[src/rtl/mem_streamer_if.sv]
// Bus between the memory streamer, its synchronous-read MEM and the UART transmitter.
// The master modport is the streamer's view; slave is the environment's view.
interface mem_streamer_if #(
    parameter int ADDR_W = 14,
    parameter int DATA_W = 8
);
    logic              start;
    logic [ADDR_W-1:0] base_addr;
    logic [ADDR_W-1:0] length;
    logic [ADDR_W-1:0] read_select;
    logic [DATA_W-1:0] read_data;
    logic [DATA_W-1:0] tx_data;
    logic              tx_valid;
    logic              tx_ready;
    logic              busy;
    logic              done;

    modport master (
        input  start, base_addr, length, read_data, tx_ready,
        output read_select, tx_data, tx_valid, busy, done
    );

    modport slave (
        output start, base_addr, length, read_data, tx_ready,
        input  read_select, tx_data, tx_valid, busy, done
    );
endinterface

[src/rtl/mem_streamer.sv]
// Streams a block of bytes out of a synchronous-read MEM into a UART transmitter,
// one valid/ready handshake per byte, in ascending address order.
module mem_streamer #(
    parameter int ADDR_W = 14,
    parameter int DATA_W = 8
) (
    input  logic           clk,
    input  logic           rst,
    mem_streamer_if.master bus
);
    localparam logic [2:0] IDLE  = 3'd0;
    localparam logic [2:0] FETCH = 3'd1;
    localparam logic [2:0] LOAD  = 3'd2;
    localparam logic [2:0] SEND  = 3'd3;
    localparam logic [2:0] DONE  = 3'd4;

    logic [2:0]        state;
    logic [ADDR_W-1:0] addr;
    logic [ADDR_W-1:0] count;
    logic [DATA_W-1:0] tx_data_q;
    logic              tx_valid_q;
    logic              busy_q;
    logic              done_q;

    // The MEM answers one clk after the address; capturing again in LOAD makes sure
    // the byte held in SEND is the one for the current address.
    always_ff @(posedge clk or posedge rst) begin
        if (rst) begin
            state      <= IDLE;
            addr       <= '0;
            count      <= '0;
            tx_data_q  <= '0;
            tx_valid_q <= 1'b0;
            busy_q     <= 1'b0;
            done_q     <= 1'b0;
        end else begin
            done_q <= 1'b0;
            case (state)
                IDLE: begin
                    if (bus.start) begin
                        busy_q <= 1'b1;
                        if (bus.length != '0) begin
                            addr  <= bus.base_addr;
                            count <= bus.length;
                            state <= FETCH;
                        end else begin
                            done_q <= 1'b1;
                            state  <= DONE;
                        end
                    end
                end
                FETCH: begin
                    tx_data_q <= bus.read_data;
                    state     <= LOAD;
                end
                LOAD: begin
                    tx_data_q  <= bus.read_data;
                    tx_valid_q <= 1'b1;
                    state      <= SEND;
                end
                SEND: begin
                    if (tx_valid_q && bus.tx_ready) begin
                        tx_valid_q <= 1'b0;
                        if (count > ADDR_W'(1)) begin
                            addr  <= addr + ADDR_W'(1);
                            count <= count - ADDR_W'(1);
                            state <= FETCH;
                        end else begin
                            done_q <= 1'b1;
                            state  <= DONE;
                        end
                    end
                end
                DONE: begin
                    busy_q <= 1'b0;
                    state  <= IDLE;
                end
                default: begin
                    state <= IDLE;
                end
            endcase
        end
    end

    // The address register itself is the MEM read address, so it wraps with addr.
    assign bus.read_select = addr;
    assign bus.tx_data     = tx_data_q;
    assign bus.tx_valid    = tx_valid_q;
    assign bus.busy        = busy_q;
    assign bus.done        = done_q;
endmodule

[src/flat_wrapper.sv]
// flat-port wrapper written by rule: the top's interface ports become plain ports
module mem_streamer_flat 
#(
    parameter int ADDR_W = 14,
    parameter int DATA_W = 8
)
  (clk, rst, bus_start, bus_base_addr, bus_length, bus_read_data, bus_tx_ready, bus_read_select, bus_tx_data, bus_tx_valid, bus_busy, bus_done);
  mem_streamer_if #(.ADDR_W(ADDR_W), .DATA_W(DATA_W)) bus_i ();
  input  logic clk;
  input  logic rst;
  input wire logic [$bits(bus_i.start)-1:0] bus_start;
  input wire logic [$bits(bus_i.base_addr)-1:0] bus_base_addr;
  input wire logic [$bits(bus_i.length)-1:0] bus_length;
  input wire logic [$bits(bus_i.read_data)-1:0] bus_read_data;
  input wire logic [$bits(bus_i.tx_ready)-1:0] bus_tx_ready;
  output wire logic [$bits(bus_i.read_select)-1:0] bus_read_select;
  output wire logic [$bits(bus_i.tx_data)-1:0] bus_tx_data;
  output wire logic [$bits(bus_i.tx_valid)-1:0] bus_tx_valid;
  output wire logic [$bits(bus_i.busy)-1:0] bus_busy;
  output wire logic [$bits(bus_i.done)-1:0] bus_done;
  assign bus_i.start = bus_start;
  assign bus_i.base_addr = bus_base_addr;
  assign bus_i.length = bus_length;
  assign bus_i.read_data = bus_read_data;
  assign bus_i.tx_ready = bus_tx_ready;
  assign bus_read_select = bus_i.read_select;
  assign bus_tx_data = bus_i.tx_data;
  assign bus_tx_valid = bus_i.tx_valid;
  assign bus_busy = bus_i.busy;
  assign bus_done = bus_i.done;
  mem_streamer #(.ADDR_W(ADDR_W), .DATA_W(DATA_W)) u_core (.clk(clk), .rst(rst), .bus(bus_i));
endmodule
[config.mk]
export PLATFORM = sky130hd
export DESIGN_NAME = mem_streamer_flat
export DESIGN_NICKNAME = d
export VERILOG_FILES = /design/src/rtl/mem_streamer_if.sv /design/src/rtl/mem_streamer.sv /design/src/flat_wrapper.sv
export SDC_FILE = /design/constraint.sdc
export NUM_CORES = 1
export LEC_CHECK = 0
export BUFFER_PORTS_ARGS = -buffer_cell sky130_fd_sc_hd__buf_2
export CAP_MARGIN = 0
export CORE_UTILIZATION = 40
export DETAILED_ROUTE_END_ITERATION = 12
export GPL_TIMING_DRIVEN = 0
export MAX_ROUTING_LAYER = met4
export PLACE_DENSITY = 0.66
export SYNTH_ARGS = -nofsm -noshare
export SYNTH_HDL_FRONTEND = slang
export SYNTH_SLANG_ARGS = --single-unit
[constraint.sdc]
create_clock -name clk -period 2.1 [get_ports clk]
set_input_delay 0.21 -clock clk [delete_from_list [all_inputs] [get_ports clk]]
set_output_delay 0.21 -clock clk [all_outputs]
set_load 0.005 [all_outputs]
; Word level (Yosys, flattened, before mapping)
; Cells that the tools add are included.
[totals]
register_bits = 42
input_bits = 40
out_inout_bits = 25
word_cells = 53
[op_classes]
add_sub_neg = 2
magnitude_cmp = 1
eq_ne = 8
n_mux = 24
n_reduce_logical = 11
[op_table]
columns = operator, count
row1 = 2-to-1 mux 14 bit, 8
row2 = case mux 14 bit (2 select lines), 2
row3 = adder 14 x 1 -> 14 bit (second input constant), 1
row4 = greater-than comparator 14 x 1 -> 1 bit (second input constant), 1
row5 = nonzero test 14 bit, 1
row6 = subtractor 14 x 1 -> 14 bit (second input constant), 1
row7 = 2-to-1 mux 3 bit, 4
row8 = case mux 3 bit (4 select lines), 1
row9 = == test 3 x 2 -> 1 bit (second input constant), 2
row10 = 2-to-1 mux 1 bit, 6
row11 = inequality test 2 x 1 -> 1 bit (second input constant), 3
row12 = case mux 1 bit (2 select lines), 3
row13 = AND reduction 2 bit, 3
row14 = nonzero test 2 bit, 3
row15 = AND reduction 5 bit, 1
row16 = == test 3 x 1 -> 1 bit (second input constant), 1
row17 = == test 3 bit (second input constant), 1
row18 = zero test 3 bit, 1
row19 = inequality test 2 bit (second input constant), 1
row20 = OR reduction 2 bit, 1
row21 = logical AND 1 bit, 1

; Longest topological paths before layout
[logic_depth]
ltp_word = 4
depth_mapped = 9
ltp_nobuf = 7

; Worst setup path after synthesis
; Ideal clock, no wire load.
[synth_timing]
kind = register to register
from = reg u_core.count[4]
to = reg u_core.count[2]
arrival_ns = 2.159
slack_ns = -0.180
path_stages_with_launch = 9
path_buffers = 3
synth_period_minus_slack_ns = 2.280
cell_sequence = dfrtp_1 > or4_1 > buf_2 > or4_4 > buf_6 > buf_6 > a21oi_1 > nor2_1 > o22a_1
[synth_between]
elab_chain_cells = 3
[synth_rtl]
columns = item, line_no
row1 = "start, declared", mem_streamer.sv:19  ; logic [ADDR_W-1:0] count;
row2 = "start signal, assigned", mem_streamer.sv:44  ; count <= bus.length;
row3 = "start signal, assigned", mem_streamer.sv:66  ; count <= count - ADDR_W'(1);
row4 = greater-than comparator 14 x 1 -> 1 bit, mem_streamer.sv:64  ; if (count > ADDR_W'(1)) begin
row5 = inequality test 2 x 1 -> 1 bit (no source line), n/a
row6 = AND reduction 5 bit (no source line), n/a
; No other way between the ends.
; A chain may end at the register's enable or synchronous reset.

; Final worst setup path
[layout_timing]
from = reg u_core.count[6]
to = reg u_core.count[11]
[layout_between]
elab_chain_cells = 4
word_cells_on_any_way = 7
[layout_rtl]
columns = item, line_no
row1 = subtractor 14 x 1 -> 14 bit, mem_streamer.sv:66
row2 = 2-to-1 mux 14 bit, mem_streamer.sv:64
row3 = 2-to-1 mux 14 bit, mem_streamer.sv:62  ; if (tx_valid_q && bus.tx_ready) begin
row4 = case mux 14 bit (2 select lines), mem_streamer.sv:38  ; case (state)
; Parallel ways exist; a longest one is shown, timed or not. The select of a mux whose other input is x is not followed.

==> key figures <==
CTS
  – Clock Root Buffer: clkbuf_8
  – Maximum buffer depth of the clock tree: 2
  – Clock sink count: 42
  – H-tree depth: 2
  – Clock latency on the worst-skew pair: 0.30 ns
  – CTS clock-pin slew for the worst setup and hold paths: 0.09 ns
  – TritonCTS Buffers: 5
  – CTS tree: built

Cells and area
  – # fillers: 519
  – Commonest non-fill, non-tap cells in the layout: buf_2, dfrtp_1, nor2_1
  – Area of the multi-input gates: 1440 sq um
  – Fin nets: 392
  – Synth-to-Final Area Change: 31.8%
  – Reg area: 1050 sq um
  – Layout cells sized above 1: 35.5%
  – Non-filler cells, final: 424
  – # diodes: 0
  – Commonest non-fill, non-tap cell in the layout: buf_2

Power and ir drop
  – Clk pwr share: 11.2%
  – Seq pwr share: 33.7%
  – Total power: 0.00466 W
  – Net Sw Frac: 45.9%
  – Max VDD drop: 0.546 mV
  – Pint: 0.00252 W
  – Pwr Density: 1450 nW/um^2
  – Leak: 1.32 nW
  – Comb pwr share: 55.1%
  – Psw: 0.00214 W

Timing
  – Max Clock Freq: 434 MHz
  – RSZ-0062 raised after global routing: true
  – Max-slew violations: 0
  – Rel. slew slack: 54.0%
  – Tightest Pin Transition: 0.688 ns
  – Setup Skew: 0.00754 ns
  – Crit share post-route: 110%
  – Setup-failing EPs final: 24
  – Fin. Hold Viols: 0
  – Final worst slack: -0.205 ns
  – Final critical-path required period: 2.30 ns

Yosys
  – Syn Std Cell Area: 2440 sq um
  – Post-synth top area share: 43.1%
  – Yosys cell types: 50
  – Warnings, synthesis: 0
  – Post-synthesis register bit count: 42
  – Syn Inst Count: 268
  – Synth Flop Type: dfrtp_1
  – Mapped Avg Cell Area: 9.09 sq um
  – EDFF count, synth: 0
  – Sequential-to-total area share from yosys stat: 43.1%
  – Largest area contributor in the netlist: dfrtp_1
  – Synth area leaders: dfrtp_1, a21oi_1, nor2_1, o22a_1, mux2_2
  – Async SR Flop Fraction: 100%
  – Syn_nets: 311

Global route
  – Grt ovf: 0
  – Total track usage: 25.3%
  – GR Util met2: 39.2%
  – Largest net degree at the start of global routing: 31
  – Grt met3 use: 4.66%
  – Top Usage Layer GRT: met2
  – Met1 Track Usage GR: 33.3%
  – Initial antenna violation count: 0
  – Vias in the first global route: 2411
  – First-pass GRT wire length: 12000 um

Setup path
  – Worst Setup Path Type: reg2reg
  – Worst EP arrival: 2.48 ns
  – Startpoint Class: register
  – CP max FO: 7
  – Worst Path Required: 2.27 ns
  – FF-to-FF setup slack: -0.20 ns
  – CP Capture Type: register

Floorplan
  – Row count: 28
  – Starting Density: 41.4%
  – Die ar.: 6410 sq um
  – Die H: 80.1 um
  – Core Box Area: 5890 sq um
  – Die W: 80.1 um
  – Boundary pin count: 65

Outcome
  – Failing checks: negative setup slack
  – Outcome: finished with violations

Route
  – Remaining antenna violation count after routing: 0
  – Vias: 2549
  – Routed WL per cell: 17.9 um
  – Number of vias per cell: 6.01
  – Final wirelength: 7590 um
  – Pre-antenna DRT Iters: 8
  – DRC: 0
  – 1st-iter DRT viols: 277

Min path
  – Hold Crit Class: in2reg

Place
  – HPWL Detailed: 5160 um
  – GPL Wtd Cong: 0.877
  – Cell count after placement: 408
  – Port Buffer Count: 64

Flow run
  – Max cap viols: 0
==> cells in the mapped netlist (2+ instances only) <==
cell      number
a32oi_1        2
a21oi_1       28
o21a_1         2
mux2_2         8
o22ai_1        9
o21bai_1       2
o22a_1        11
a31oi_1       10
o21ai_0       11
nand4_1        7
nand3b_1       2
o21ai_1       13
and3_1         5
or4_1          2
ha_1           3
nor4_1         7
nand2_1        5
nor3_1         5
buf_2          2
dfrtp_1       42
buf_6          2
or4_4          2
clkbuf_1      12
o2bb2a_1       3
a22oi_1        5
and4_1         3
nand3_1        6
nor2_1        33
inv_1          5
==> power by group through the flow <==
stage	clock (W)	combinational, W	sequential [W]
2_1_floorplan	0	0.00158	0.00151
3_3_place_gp	0	0.00227	0.00155
3_5_place_dp	0	0.00231	0.00156
4_1_cts	0.000531	0.00239	0.00155
5_1_grt	0.000561	0.00281	0.00163
6_report	0.000524	0.00257	0.00157
==> per-layer routing <==
metal / vias to the layer above / wire, um / share of wire [%]
met3: 12 / 586 / 7.7
met5: - / 0 / 0
met1: 1221 / 3220 / 42
met2: 111 / 3670 / 48
met4: 0 / 123 / 1.6
li1: 1205 / - / -
==> layout make-up <==
cell class	count	area share, %
multi-input combinational	205	44.7
sequential	42	32.7
timing repair buffer	75	14.1
tap	75	2.92
buffer	15	2.53
clock buffer	6	2.26
inverter	5	0.584
clock inverter	1	0.234
==> state kept, by name, summed over array words and instances, names as in the netlist <==
signal	cells
u_core.count	14
u_core.bus.done	1
u_core.bus.read_select	14
u_core.bus.tx_data	8
u_core.bus.busy	1
u_core.state	3
u_core.bus.tx_valid	1
==> what timing repair did <==
item,in CTS,in global routing
hold endpoints to repair,12,0
resized for setup,8,25
pin swaps,6,15
hold buffers,1,0
buffers inserted,3,5
endpoints found under the setup margin,31,31
cloned,1,1
==> per-stage QoR <==
| step | TNS, ns | worst slack, ns | hold slack (ns) | utilization, % | cell area [sq um] |
|---|---|---|---|---|---|
| 2_1_floorplan | -1.72 | -0.113 | 0.362 | - | 2470 |
| 5_1_grt | -4.70 | -0.237 | 0.133 | 54.6 | 3210 |
| 3_3_place_gp | -8.46 | -0.534 | 0.442 | 48.9 | 2880 |
| 4_1_cts | -3.76 | -0.201 | 0.130 | 51.6 | 3030 |
| 3_5_place_dp | -8.16 | -0.511 | 0.179 | 49.3 | 2900 |
| 6_report | -3.71 | -0.205 | 0.132 | 54.6 | 3210 |
==> worst max-delay path, cell delays in order (launching register included) <==
cell and delay (ns):
dfrtp_1 0.42, or4_4 0.59, or4_4 0.64, buf_6 0.16, o21ai_4 0.25, o21ai_1 0.12
==> final timing paths <==
kind / startpoint / to / cells past startpoint
setup / recovery: u_core.count[6]$_DFFE_PP0P_ / u_core.count[11]$_DFFE_PP0P_ / 5
hold / removal: bus_read_data[4] / u_core.bus.tx_data[4]$_DFFE_PP0P_ / 2
setup reg to reg: u_core.count[6]$_DFFE_PP0P_ / u_core.count[11]$_DFFE_PP0P_ / 5
hold reg to reg: u_core.bus.tx_data[2]$_DFFE_PP0P_ / u_core.bus.tx_data[2]$_DFFE_PP0P_ / 1
max in group asynchronous: rst / u_core.count[13]$_DFFE_PP0P_ / 4
min in group asynchronous: rst / u_core.bus.read_select[8]$_DFFE_PP0P_ / 3
==> logic make-up after synthesis <==
| kind of cell | count (synthesis) | share of synthesized area, % |
|---|---|---|
| AO/OA/AOI/OAI | 108 | 28.5 |
| AND/OR/NAND/NOR | 84 | 18.7 |
| flip-flops | 42 | 43.1 |
| buffers and inverters | 22 | 4.11 |
| multiplexers | 8 | 3.70 |
| adder cells (fa/ha/maj) | 3 | 1.54 |
| XOR/XNOR | 1 | 0.359 |
(Power assumes the default switching activity.)
